==> src/rtl/bus_pkg.sv <==
// Shared constants and types for the CPU memory-bus controller and its address decoder.
package bus_pkg;

    localparam logic [15:0] BUS_VGA_BASE    = 16'h1000;
    localparam logic [15:0] BUS_SDRAM_BASE  = 16'h4C00;
    localparam int          BUS_TIMEOUT_CYC = 64;
    localparam logic [15:0] BUS_TIMEOUT_DATA = 16'hDEAD;

    typedef enum logic [1:0] {
        RG_IO    = 2'd0,
        RG_UNMAP = 2'd1,
        RG_VGA   = 2'd2,
        RG_SDRAM = 2'd3
    } region_t;

    typedef enum logic [1:0] {
        IDLE    = 2'd0,
        SD_REQ  = 2'd1,
        SD_WAIT = 2'd2,
        DONE    = 2'd3
    } state_t;

endpackage

==> src/rtl/bus_decode.sv <==
// Combinational CPU address decode: region classification plus VGA and SDRAM offsets.
import bus_pkg::*;

module bus_decode #(
    parameter logic [15:0] VGA_BASE   = BUS_VGA_BASE,
    parameter logic [15:0] SDRAM_BASE = BUS_SDRAM_BASE
) (
    input  logic [15:0] addr,
    output region_t     region,
    output logic [15:0] vga_off,
    output logic [15:0] sd_off
);

    always_comb begin
        region = RG_SDRAM;
        if (addr == 16'h0000) begin
            region = RG_IO;
        end else if (addr < VGA_BASE) begin
            region = RG_UNMAP;
        end else if (addr < SDRAM_BASE) begin
            region = RG_VGA;
        end
    end

    // Offsets are only consumed when the region matches, so wrap-around never escapes.
    assign vga_off = addr - VGA_BASE;
    assign sd_off  = addr - SDRAM_BASE;

endmodule

==> src/rtl/bus_ctrl.sv <==
// Registered CPU memory-bus controller: IO/VGA/SDRAM decode, SDRAM handshake, ready pulse.
// Optional SDRAM wait timeout with sticky bus_err is enabled by defining BUS_TIMEOUT_EN.
import bus_pkg::*;

module bus_ctrl #(
    parameter logic [15:0] VGA_BASE   = BUS_VGA_BASE,
    parameter logic [15:0] SDRAM_BASE = BUS_SDRAM_BASE
`ifdef BUS_TIMEOUT_EN
    ,
    parameter int          TIMEOUT_CYC = BUS_TIMEOUT_CYC
`endif
) (
    input  logic        cpu_clk,
    input  logic        cpu_rst_n,
    input  logic [15:0] addr_bus,
    input  logic [15:0] ram_in,
    input  logic        ram_read,
    input  logic        ram_write,
    output logic [15:0] ram_out,
    output logic        ram_busy,
    output logic        ram_ready,
    input  logic [7:0]  btn_in,
    output logic [15:0] vga_addr,
    output logic [15:0] vga_data,
    output logic        vga_write,
    output logic [23:0] sd_addr,
    output logic [15:0] sd_wdata,
    output logic        sd_read,
    output logic        sd_write,
    input  logic        sd_busy,
    input  logic        sd_ready,
    input  logic [15:0] sd_rdata,
    output logic        bus_err
);

    localparam logic [1:0] S_IDLE    = IDLE;
    localparam logic [1:0] S_SD_REQ  = SD_REQ;
    localparam logic [1:0] S_SD_WAIT = SD_WAIT;
    localparam logic [1:0] S_DONE    = DONE;

    logic [1:0]  state_reg;
    logic [15:0] ram_out_reg;
    logic        ram_busy_reg;
    logic        ram_ready_reg;
    logic [15:0] vga_addr_reg;
    logic [15:0] vga_data_reg;
    logic        vga_write_reg;
    logic [23:0] sd_addr_reg;
    logic [15:0] sd_wdata_reg;
    logic        sd_read_reg;
    logic        sd_write_reg;

    region_t     region;
    logic [15:0] vga_off;
    logic [15:0] sd_off;
    logic        req_any;
    logic        req_is_write;
    logic        in_sd_phase;
    logic        tmo_hit;

    bus_decode #(
        .VGA_BASE   (VGA_BASE),
        .SDRAM_BASE (SDRAM_BASE)
    ) u_decode (
        .addr    (addr_bus),
        .region  (region),
        .vga_off (vga_off),
        .sd_off  (sd_off)
    );

    assign req_any      = ram_read | ram_write;
    assign req_is_write = ram_write;
    assign in_sd_phase  = (state_reg == S_SD_REQ) || (state_reg == S_SD_WAIT);

`ifdef BUS_TIMEOUT_EN
    localparam int TMO_W = (TIMEOUT_CYC > 2) ? $clog2(TIMEOUT_CYC) : 1;

    logic [TMO_W-1:0] tmo_cnt_reg;
    logic             bus_err_reg;

    // Counts cycles spent waiting on the SDRAM; fires on the last permitted cycle.
    assign tmo_hit = in_sd_phase && !sd_ready && (tmo_cnt_reg == TMO_W'(TIMEOUT_CYC - 1));

    always_ff @(posedge cpu_clk) begin
        if (!cpu_rst_n) begin
            tmo_cnt_reg <= '0;
            bus_err_reg <= 1'b0;
        end else begin
            if (!in_sd_phase || sd_ready || tmo_hit) begin
                tmo_cnt_reg <= '0;
            end else begin
                tmo_cnt_reg <= tmo_cnt_reg + 1'b1;
            end
            if (tmo_hit) begin
                bus_err_reg <= 1'b1;
            end
        end
    end

    assign bus_err = bus_err_reg;
`else
    assign tmo_hit = 1'b0;
    assign bus_err = 1'b0;
`endif

    always_ff @(posedge cpu_clk) begin
        if (!cpu_rst_n) begin
            state_reg     <= S_IDLE;
            ram_out_reg   <= '0;
            ram_busy_reg  <= 1'b0;
            ram_ready_reg <= 1'b0;
            vga_addr_reg  <= '0;
            vga_data_reg  <= '0;
            vga_write_reg <= 1'b0;
            sd_addr_reg   <= '0;
            sd_wdata_reg  <= '0;
            sd_read_reg   <= 1'b0;
            sd_write_reg  <= 1'b0;
        end else begin
            // Strobes default low; only the owning state raises them for one cycle.
            vga_write_reg <= 1'b0;
            ram_ready_reg <= 1'b0;

            case (state_reg)
                S_IDLE: begin
                    if (req_any) begin
                        case (region)
                            RG_IO: begin
                                if (!req_is_write) begin
                                    ram_out_reg <= {8'h00, btn_in};
                                end
                                state_reg <= S_DONE;
                            end
                            RG_UNMAP: begin
                                ram_out_reg <= '0;
                                state_reg   <= S_DONE;
                            end
                            RG_VGA: begin
                                if (req_is_write) begin
                                    vga_addr_reg  <= vga_off;
                                    vga_data_reg  <= ram_in;
                                    vga_write_reg <= 1'b1;
                                end else begin
                                    ram_out_reg <= '0;
                                end
                                state_reg <= S_DONE;
                            end
                            default: begin
                                sd_addr_reg  <= {8'h00, sd_off};
                                sd_wdata_reg <= ram_in;
                                sd_read_reg  <= !req_is_write;
                                sd_write_reg <= req_is_write;
                                ram_busy_reg <= 1'b1;
                                state_reg    <= S_SD_REQ;
                            end
                        endcase
                    end
                end

                S_SD_REQ, S_SD_WAIT: begin
                    if (sd_ready) begin
                        ram_out_reg  <= sd_rdata;
                        sd_read_reg  <= 1'b0;
                        sd_write_reg <= 1'b0;
                        ram_busy_reg <= 1'b0;
                        state_reg    <= S_DONE;
                    end else if (tmo_hit) begin
                        ram_out_reg  <= BUS_TIMEOUT_DATA;
                        sd_read_reg  <= 1'b0;
                        sd_write_reg <= 1'b0;
                        ram_busy_reg <= 1'b0;
                        state_reg    <= S_DONE;
                    end else if (state_reg == S_SD_REQ && sd_busy) begin
                        state_reg <= S_SD_WAIT;
                    end
                end

                default: begin
                    ram_busy_reg  <= 1'b0;
                    ram_ready_reg <= 1'b1;
                    state_reg     <= S_IDLE;
                end
            endcase
        end
    end

    assign ram_out   = ram_out_reg;
    assign ram_busy  = ram_busy_reg;
    assign ram_ready = ram_ready_reg;
    assign vga_addr  = vga_addr_reg;
    assign vga_data  = vga_data_reg;
    assign vga_write = vga_write_reg;
    assign sd_addr   = sd_addr_reg;
    assign sd_wdata  = sd_wdata_reg;
    assign sd_read   = sd_read_reg;
    assign sd_write  = sd_write_reg;

endmodule

==> config.mk <==
export PLATFORM = sky130hd
export DESIGN_NAME = bus_ctrl
export DESIGN_NICKNAME = d
export VERILOG_FILES = /design/src/rtl/bus_pkg.sv /design/src/rtl/bus_decode.sv /design/src/rtl/bus_ctrl.sv
export SDC_FILE = /design/constraint.sdc
export NUM_CORES = 1
export LEC_CHECK = 0
export BUFFER_PORTS_ARGS = -buffer_cell sky130_fd_sc_hd__buf_4
export CAP_MARGIN = 20
export CORE_ASPECT_RATIO = 0.6
export CORE_MARGIN = 1
export CORE_UTILIZATION = 30
export CTS_CLUSTER_SIZE = 28
export DETAILED_ROUTE_END_ITERATION = 10
export GPL_ROUTABILITY_DRIVEN = 0
export PLACE_DENSITY_LB_ADDON = 0.05
export SYNTH_ARGS = -nofsm -noshare
export SYNTH_HDL_FRONTEND = slang
export SYNTH_SLANG_ARGS = --single-unit
export TNS_END_PERCENT = 5
==> constraint.sdc <==
create_clock -name cpu_clk -period 3 [get_ports cpu_clk]
set_input_delay 0.6 -clock cpu_clk [delete_from_list [all_inputs] [get_ports cpu_clk]]
set_output_delay 0.6 -clock cpu_clk [all_outputs]
set_load 0.01 [all_outputs]
==> results.sh, run 1 <==
export IMPL_antenna_left=0
export IMPL_synth_common_cells="125 x nand2_1, 87 x dfxtp_1, 65 x a21oi_1, 25 x clkbuf_1, 18 x nor2_1"
export IMPL_crit_family="simple AND/OR/NAND/NOR gates"
export IMPL_dp_hpwl_mm=7.816
export IMPL_grt_usage_pct=16.94
export IMPL_vias=3510
export IMPL_setup_ws_ps=185.0
export IMPL_ys_async_sr_fraction_pct=0
export IMPL_synth_cells=450
export IMPL_cp_num_cells=11
export IMPL_placed_area_um2=5079
export IMPL_io_pins=156
export IMPL_yosysMostFrequentCell="nand2_1"
export IMPL_clock_latency_ps=330
export IMPL_hold_buffers=0
export IMPL_drc_errors=0
export IMPL_endpoint="ram_out[4]"
export IMPL_crit_required_ps=3240
export IMPL_peakVddDrop_mv=0.3289
export IMPL_fin_nets=673
export IMPL_synth_top_family_by_area="simple AND/OR/NAND/NOR gates"
export IMPL_max_cap_viol_count=0
export IMPL_synth_mux_area_share_pct=2.722
export IMPL_synth_distinct_cells=40
export IMPL_r2r_end="ram_out[14]"
export IMPL_power_density_nw_per_um2=768.5
export IMPL_numCtsBuffers=9
export IMPL_vias_per_cell=4.582
export IMPL_yosys_area_share_simple_pct=19.87
export IMPL_timing_hold_violations_final=0
export IMPL_r2r_slack_ps=770
export IMPL_synth_top_area_share_pct=47.36
export IMPL_whs_ps=454.3
export IMPL_worst_slew_pin_transition_ps=842.3
export IMPL_antenna_found_initial=0
export IMPL_skew_ps=8.416
export IMPL_grt_pass1_wl_mm=16.95
export IMPL_clkSlewWorstSetupHoldPaths_ps=70
export IMPL_setup_violations_final=0
export IMPL_grt_max_degree=40
export IMPL_cts_tree="done"
export IMPL_diodes=0
export IMPL_post_place_ws_ps=-258.5
export IMPL_synth_xor_area_share_pct=1.191
export IMPL_rows=30
export IMPL_die_area_um2=12720
export IMPL_synth_area_leaders="dfxtp_1 47%, nand2_1 13%, a21oi_1 8.8%"
export IMPL_p_leak_nw=2.354
export IMPL_hp_class="reg -> reg"
export IMPL_core_um2=11600
export IMPL_synth_edf_count=0
export IMPL_drtIter0Drc=152
export IMPL_cts_buffer_depth=2
export IMPL_die_height_um=87.76
export IMPL_wl_per_cell_um=14.13
export IMPL_fillers=1176
export IMPL_layout_cells_non_filler=766
export IMPL_cts_sinks=87
export IMPL_rsz0062_at_grt="true"
export IMPL_max_slew_margin_pct=43.64
export IMPL_first_pass_iters=4
export IMPL_worstSetupPathType="in -> reg"
export IMPL_crit_arrival_ps=3050
export IMPL_first_global_vias=3251
export IMPL_netlist_area_um2=3677
export IMPL_totalWireLength_mm=10.82
export IMPL_end_kind="flop"
export IMPL_start_util_pct=31.70
export IMPL_max_stage_delay_ps=380
export IMPL_fin_area_um2=5401
export IMPL_r2r_start="state_reg[1]"
export IMPL_finalCritPeriodShare_pct=93.83
export IMPL_startpoint="addr_bus[12]"
export IMPL_cp_num_buf_inv=2
export IMPL_die_width_um=144.9
export IMPL_io_buffers=146
export IMPL_syn_area_per_cell_um2=8.172
export IMPL_synth_top_cell_by_area="dfxtp_1"
export IMPL_cp_slowest_cell="or3b_1"
export IMPL_worst_r2r_path_depth=7
export IMPL_min_period_ps=2815
export IMPL_cts_root_buf="clkbuf_16"
export IMPL_drive_gt1_share_pct=32.34
export IMPL_overflow=0
export IMPL_synthAdderAreaFrac_pct=3.403
export IMPL_max_freq_ghz=0.3552
export IMPL_ys_seq_area_share_pct=47.36
export IMPL_syn_to_final_growth_pct=46.89
export IMPL_path_cells="buf_4, inv_1, ha_1, nor4bb_4, and4_4, or2_2, ha_2, or3b_1, a311o_1, a31o_4, a211oi_1"
export IMPL_h_tree_depth=3
export IMPL_drv_slew=0
export IMPL_start_kind="primary input"
export IMPL_outcome="complete, no violations"
export IMPL_yosysWarningCount=0
export IMPL_synth_ff_type="dfxtp_1"
export IMPL_place_inst=750
export IMPL_synth_compound_area_share_pct=18.41
export IMPL_crit_fanout=8
export IMPL_ys_ff_latch=87
## metal layers
layer | wire, um | vias up | part of all wire, % | GRT usage, %
met3 | 597 | 7 | 5.5 | 4.948
met4 | 67 | 0 | 0.62 | 4.352
li1 | - | 1793 | - | -
met5 | 0 | - | 0 | 0
met2 | 4506 | 113 | 42 | 25.09
met1 | 5652 | 1597 | 52 | 23.96
## cells in the final DEF (no fill, tap or decap), drive strengths merged, types with 2 or more instances in the layout
master | Yosys | routed
o21ai | 2 | 2
nand2 | 125 | 125
conb | 1 | 9
mux2i | 10 | 10
a22o | 8 | 8
a311oi | 8 | 8
nand4 | 2 | 2
dfxtp | 87 | 87
buf | 13 | 170
nand3 | 10 | 10
nand2b | 3 | 3
nor4 | 3 | 3
ha | 10 | 10
nor2 | 18 | 18
clkinv | 0 | 2
a21oi | 65 | 65
clkbuf | 25 | 10
nor2b | 6 | 6
a211oi | 13 | 13
clkinvlp | 0 | 2
nor3 | 2 | 2
inv | 18 | 19
xnor2 | 5 | 5
## report_power, final
group	internal, W	switching (W)	total, W	leakage, nW
logic	0.000735	0.000820	0.00155	1.50
registers	0.00136	0.000114	0.00147	0.710
clock network	0.000652	0.000475	0.00113	0.141
total	0.00274	0.00141	0.00415	2.35
## cell type report
cell class	count	area [um^2]	area share (%)
repair buffers	170	1351	25.02
clock buffers	10	229.0	4.239
inverters	18	67.56	1.251
clock inverters	6	70.07	1.297
well taps	160	200.2	3.706
multi-input cells	315	1742	32.24
flip-flops and latches	87	1742	32.24
## worst min-delay path by stage
| stage | startpoint | to | slack (ps) | cells after the start |
|---|---|---|---|---|
| 2_1_floorplan | sd_addr[12] | sd_addr[12] | 480 | 2 |
| 3_3_place_gp | sd_wdata[6] | sd_wdata[6] | 440 | 2 |
| 3_5_place_dp | vga_addr[2] | vga_addr[2] | 450 | 2 |
| 4_1_cts | vga_addr[2] | vga_addr[2] | 460 | 2 |
| 5_1_grt | vga_addr[0] | vga_addr[0] | 480 | 2 |
| 6_report | vga_addr[2] | vga_addr[2] | 450 | 2 |
## stage by stage
| stage | util [%] | power, W | TNS, ps |
|---|---|---|---|
| floorplan | - | 0.002355 | 0 |
| global placement | 43.79 | 0.003029 | -2345 |
| detailed placement | 43.79 | 0.003050 | -3609 |
| CTS | 46.36 | 0.004194 | 0 |
| global route | 46.57 | 0.004398 | -8.232 |
| finish | 46.57 | 0.004151 | 0 |
## worst reg2reg max path, stage by stage (launching register included)
cell and delay [ps]:
dfxtp_1 330, inv_1 90, ha_1 400, inv_1 160
nor2_1 680, a31oi_4 170, buf_12 190, mux2i_1 120
## cell families after synthesis
group                    after synthesis
adder cells (fa/ha/maj)               10
AO/OA/AOI/OAI                        106
AND/OR/NAND/NOR                      175
other                                  1
multiplexers                          10
buffers and inverters                 56
XOR/XNOR                               5
flip-flops                            87
## repair_timing
item,CTS,global route
setup endpoints to repair,0,16
hold endpoints to repair,0,0
setup buffers,0,0
gates resized for setup,0,4
(Power assumes the default switching activity.)
==> inputs of run 2 (changes only) <==
Settings changed: ABC_AREA from default to 1.
==> run 2 against run 1 <==
  * Setup slack better by 370 ps
  * Combinational power up 39%
  * Core utilization fell by 2.7 points
  * Power rose by 16%
  * Synthesized cell count increased by 11%
  * Cell count is 5.9% higher
  * Critical path type unchanged
==> results.sh, run 2 <==
export IMPL_outcome="complete, no violations"
export IMPL_fillers=1267
export IMPL_synth_ff_type="dfxtp_1"
export IMPL_synth_area_leaders="dfxtp_1 45%, nand2_1 10%, nor2_1 7.9%"
export IMPL_yosysMostFrequentCell="nand2_1"
export IMPL_synth_edf_count=0
export IMPL_skew_ps=6.519
export IMPL_syn_to_final_growth_pct=40.13
export IMPL_clkSlewWorstSetupHoldPaths_ps=70
export IMPL_setup_violations_final=0
export IMPL_crit_family="buffers and inverters"
export IMPL_worstHoldPathCells=2
export IMPL_dp_hpwl_mm=8.014
export IMPL_rows=31
export IMPL_hp_class="reg -> reg"
export IMPL_drc_errors=0
export IMPL_totalWireLength_mm=11.09
export IMPL_ys_seq_area_share_pct=45.42
export IMPL_ys_async_sr_fraction_pct=0
export IMPL_path_cells="buf_4, inv_1, ha_1, xor2_1, or2_2, nand2_1, inv_1, ha_1, nand3_1, clkinv_1, buf_4, nor2_1, nor2_1"
export IMPL_placed_area_um2=5092
export IMPL_wl_per_cell_um=13.67
export IMPL_hold_buffers=0
export IMPL_final_cell_mix="156 x buf_4, 104 x nand2_1, 87 x dfxtp_1"
export IMPL_crit_required_ps=3230
export IMPL_drv_slew=0
export IMPL_first_pass_iters=4
export IMPL_r2r_start="state_reg[0]"
export IMPL_cts_root_buf="clkbuf_16"
export IMPL_drive_gt1_share_pct=33.13
export IMPL_yosysWarningCount=0
export IMPL_cts_sinks=87
export IMPL_rsz0062_at_grt="false"
export IMPL_synth_top_cell_by_area="dfxtp_1"
export IMPL_numCtsBuffers=9
export IMPL_power_density_nw_per_um2=899.1
export IMPL_finalCritPeriodShare_pct=81.57
export IMPL_grt_usage_pct=16.76
export IMPL_setup_tns_ps=0
export IMPL_synth_distinct_cells=31
export IMPL_p_comb_share_pct=44.4
export IMPL_antenna_found_initial=0
export IMPL_timing_hold_violations_final=0
export IMPL_fin_area_um2=5374
export IMPL_die_width_um=148.0
export IMPL_p_leak_nw=2.540
export IMPL_max_cap_viol_count=0
export IMPL_peakVddDrop_mv=0.2943
export IMPL_post_place_ws_ps=153.6
export IMPL_start_kind="primary input"
export IMPL_whs_endpoint="sd_read"
export IMPL_layout_commonest_cell="buf_4"
export IMPL_grt_max_degree=30
export IMPL_synth_cells=498
export IMPL_setup_ws_ps=552.9
export IMPL_cts_repair_resized=0
export IMPL_netlist_area_um2=3835
export IMPL_final_util_pct=43.84
export IMPL_worstSetupPathType="in -> reg"
export IMPL_core_um2=12260
export IMPL_first_global_vias=3210
export IMPL_fin_nets=713
export IMPL_synth_top_area_share_pct=45.42
export IMPL_p_sw_w=0.001872
export IMPL_start_util_pct=31.29
export IMPL_intPower_w=0.002959
export IMPL_antenna_left=0
export IMPL_vias=3515
export IMPL_pwr_share_seq_pct=33.4
export IMPL_worst_r2r_path_depth=11
export IMPL_cp_num_buf_inv=5
export IMPL_synth_common_cells="104 x nand2_1, 87 x dfxtp_1, 81 x nor2_1, 45 x a21oi_1, 40 x o21ai_0"
export IMPL_power_w=0.004832
export IMPL_post_cts_setup_buffers=0
export IMPL_min_period_ps=2447
export IMPL_crit_fanout=15
export IMPL_crit_arrival_ps=2680
export IMPL_ys_ff_latch=87
export IMPL_switching_share_pct=38.75
export IMPL_vias_per_cell=4.334
export IMPL_end_kind="flop"
export IMPL_h_tree_depth=3
export IMPL_grt_pass1_wl_mm=17.07
export IMPL_syn_area_per_cell_um2=7.701
export IMPL_drtIter0Drc=172
export IMPL_hold_path_startpoint="sd_read"
export IMPL_io_pins=156
export IMPL_max_freq_ghz=0.4087
export IMPL_io_buffers=146
export IMPL_cts_tree="done"
export IMPL_max_stage_delay_ps=300
export IMPL_diodes=0
export IMPL_die_height_um=89.58
export IMPL_cp_slowest_cell="or2_2"
export IMPL_clock_latency_ps=340
export IMPL_overflow=0
export IMPL_die_area_um2=13250
export IMPL_cts_buffer_depth=2
export IMPL_r2r_slack_ps=870
export IMPL_r2r_end="ram_out[0]"
export IMPL_pwr_share_clk_pct=22.2
[run 2: changes by cell type after synthesis, moves of 11 or more]
cell / delta
nor2_1: +63
o21ai_0: +38
nand2_1: -21
a21oi_1: -20
clkbuf_1: -18
a211oi_1: -13
inv_1: +11
[run 2: worst min-delay path, cell delays in order (launching register included)]
cell and delay, ps:
dfxtp_1 310, inv_1 50, a21oi_1 50
[run 2: logic make-up (layout without fill, tap and decap cells)]
family                     after synthesis  count (layout)  share of synthesized area (%)
and+or+nand+nor                        219             219                          25.42
AOI/OAI and AO/OA                      108             108                          15.66
DFF                                     87              87                          45.42
buffers and inverters                   69             209                          9.233
adders and majority gates               10              10                          3.263
xor gates and xnor gates                 4               4                         0.9134
other                                    1               9                        0.09779
[run 2: per-layer routing]
layer  track usage, %  wire [um]  up-vias
met5                0          0        -
met4            4.217         57        0
met3            5.152        685        4
met2            24.33       4572       96
met1            23.97       5773     1557
li1                 -          -     1858
[run 2: per-stage QoR]
stage                     hold WS, ps  instances
after floorplan                 469.2        506
after global placement          440.5        795
after detailed placement        444.0        795
after CTS                       453.6        811
after global routing            457.6        811
final                           451.9        811
[run 2: final cells by class]
class,count,area [um^2],share of cell area (%)
Clock inverter,7,56.30,1.048
Clock buffer,9,225.2,4.191
Timing Repair Buffer,160,1251,23.28
Multi-Input combinational cell,350,1769,32.92
Inverter,33,123.9,2.305
Tap cell,165,206.4,3.842
Sequential cell,87,1742,32.41
[run 2: worst max path at each step]
stage                             end         start  cells after the start  slack (ps)
final                     sd_wdata[6]  addr_bus[12]                     13         550
after global placement     ram_out[6]  addr_bus[13]                     18         240
after detailed placement  sd_wdata[6]  addr_bus[12]                     13         150
after floorplan            sd_addr[9]  addr_bus[13]                     12         660
after global routing      sd_wdata[5]  addr_bus[13]                     13         330
after CTS                 sd_wdata[6]  addr_bus[12]                     13         510
[run 2: power by group through the flow]
stage	Clock (W)	Combinational, W	Sequential [W]
final	0.00107	0.00215	0.00161
after global routing	0.00116	0.00241	0.00165
after CTS	0.00112	0.00218	0.00162
after detailed placement	0	0.00217	0.00164
after global placement	0	0.00215	0.00163
after floorplan	0	0.00126	0.00174
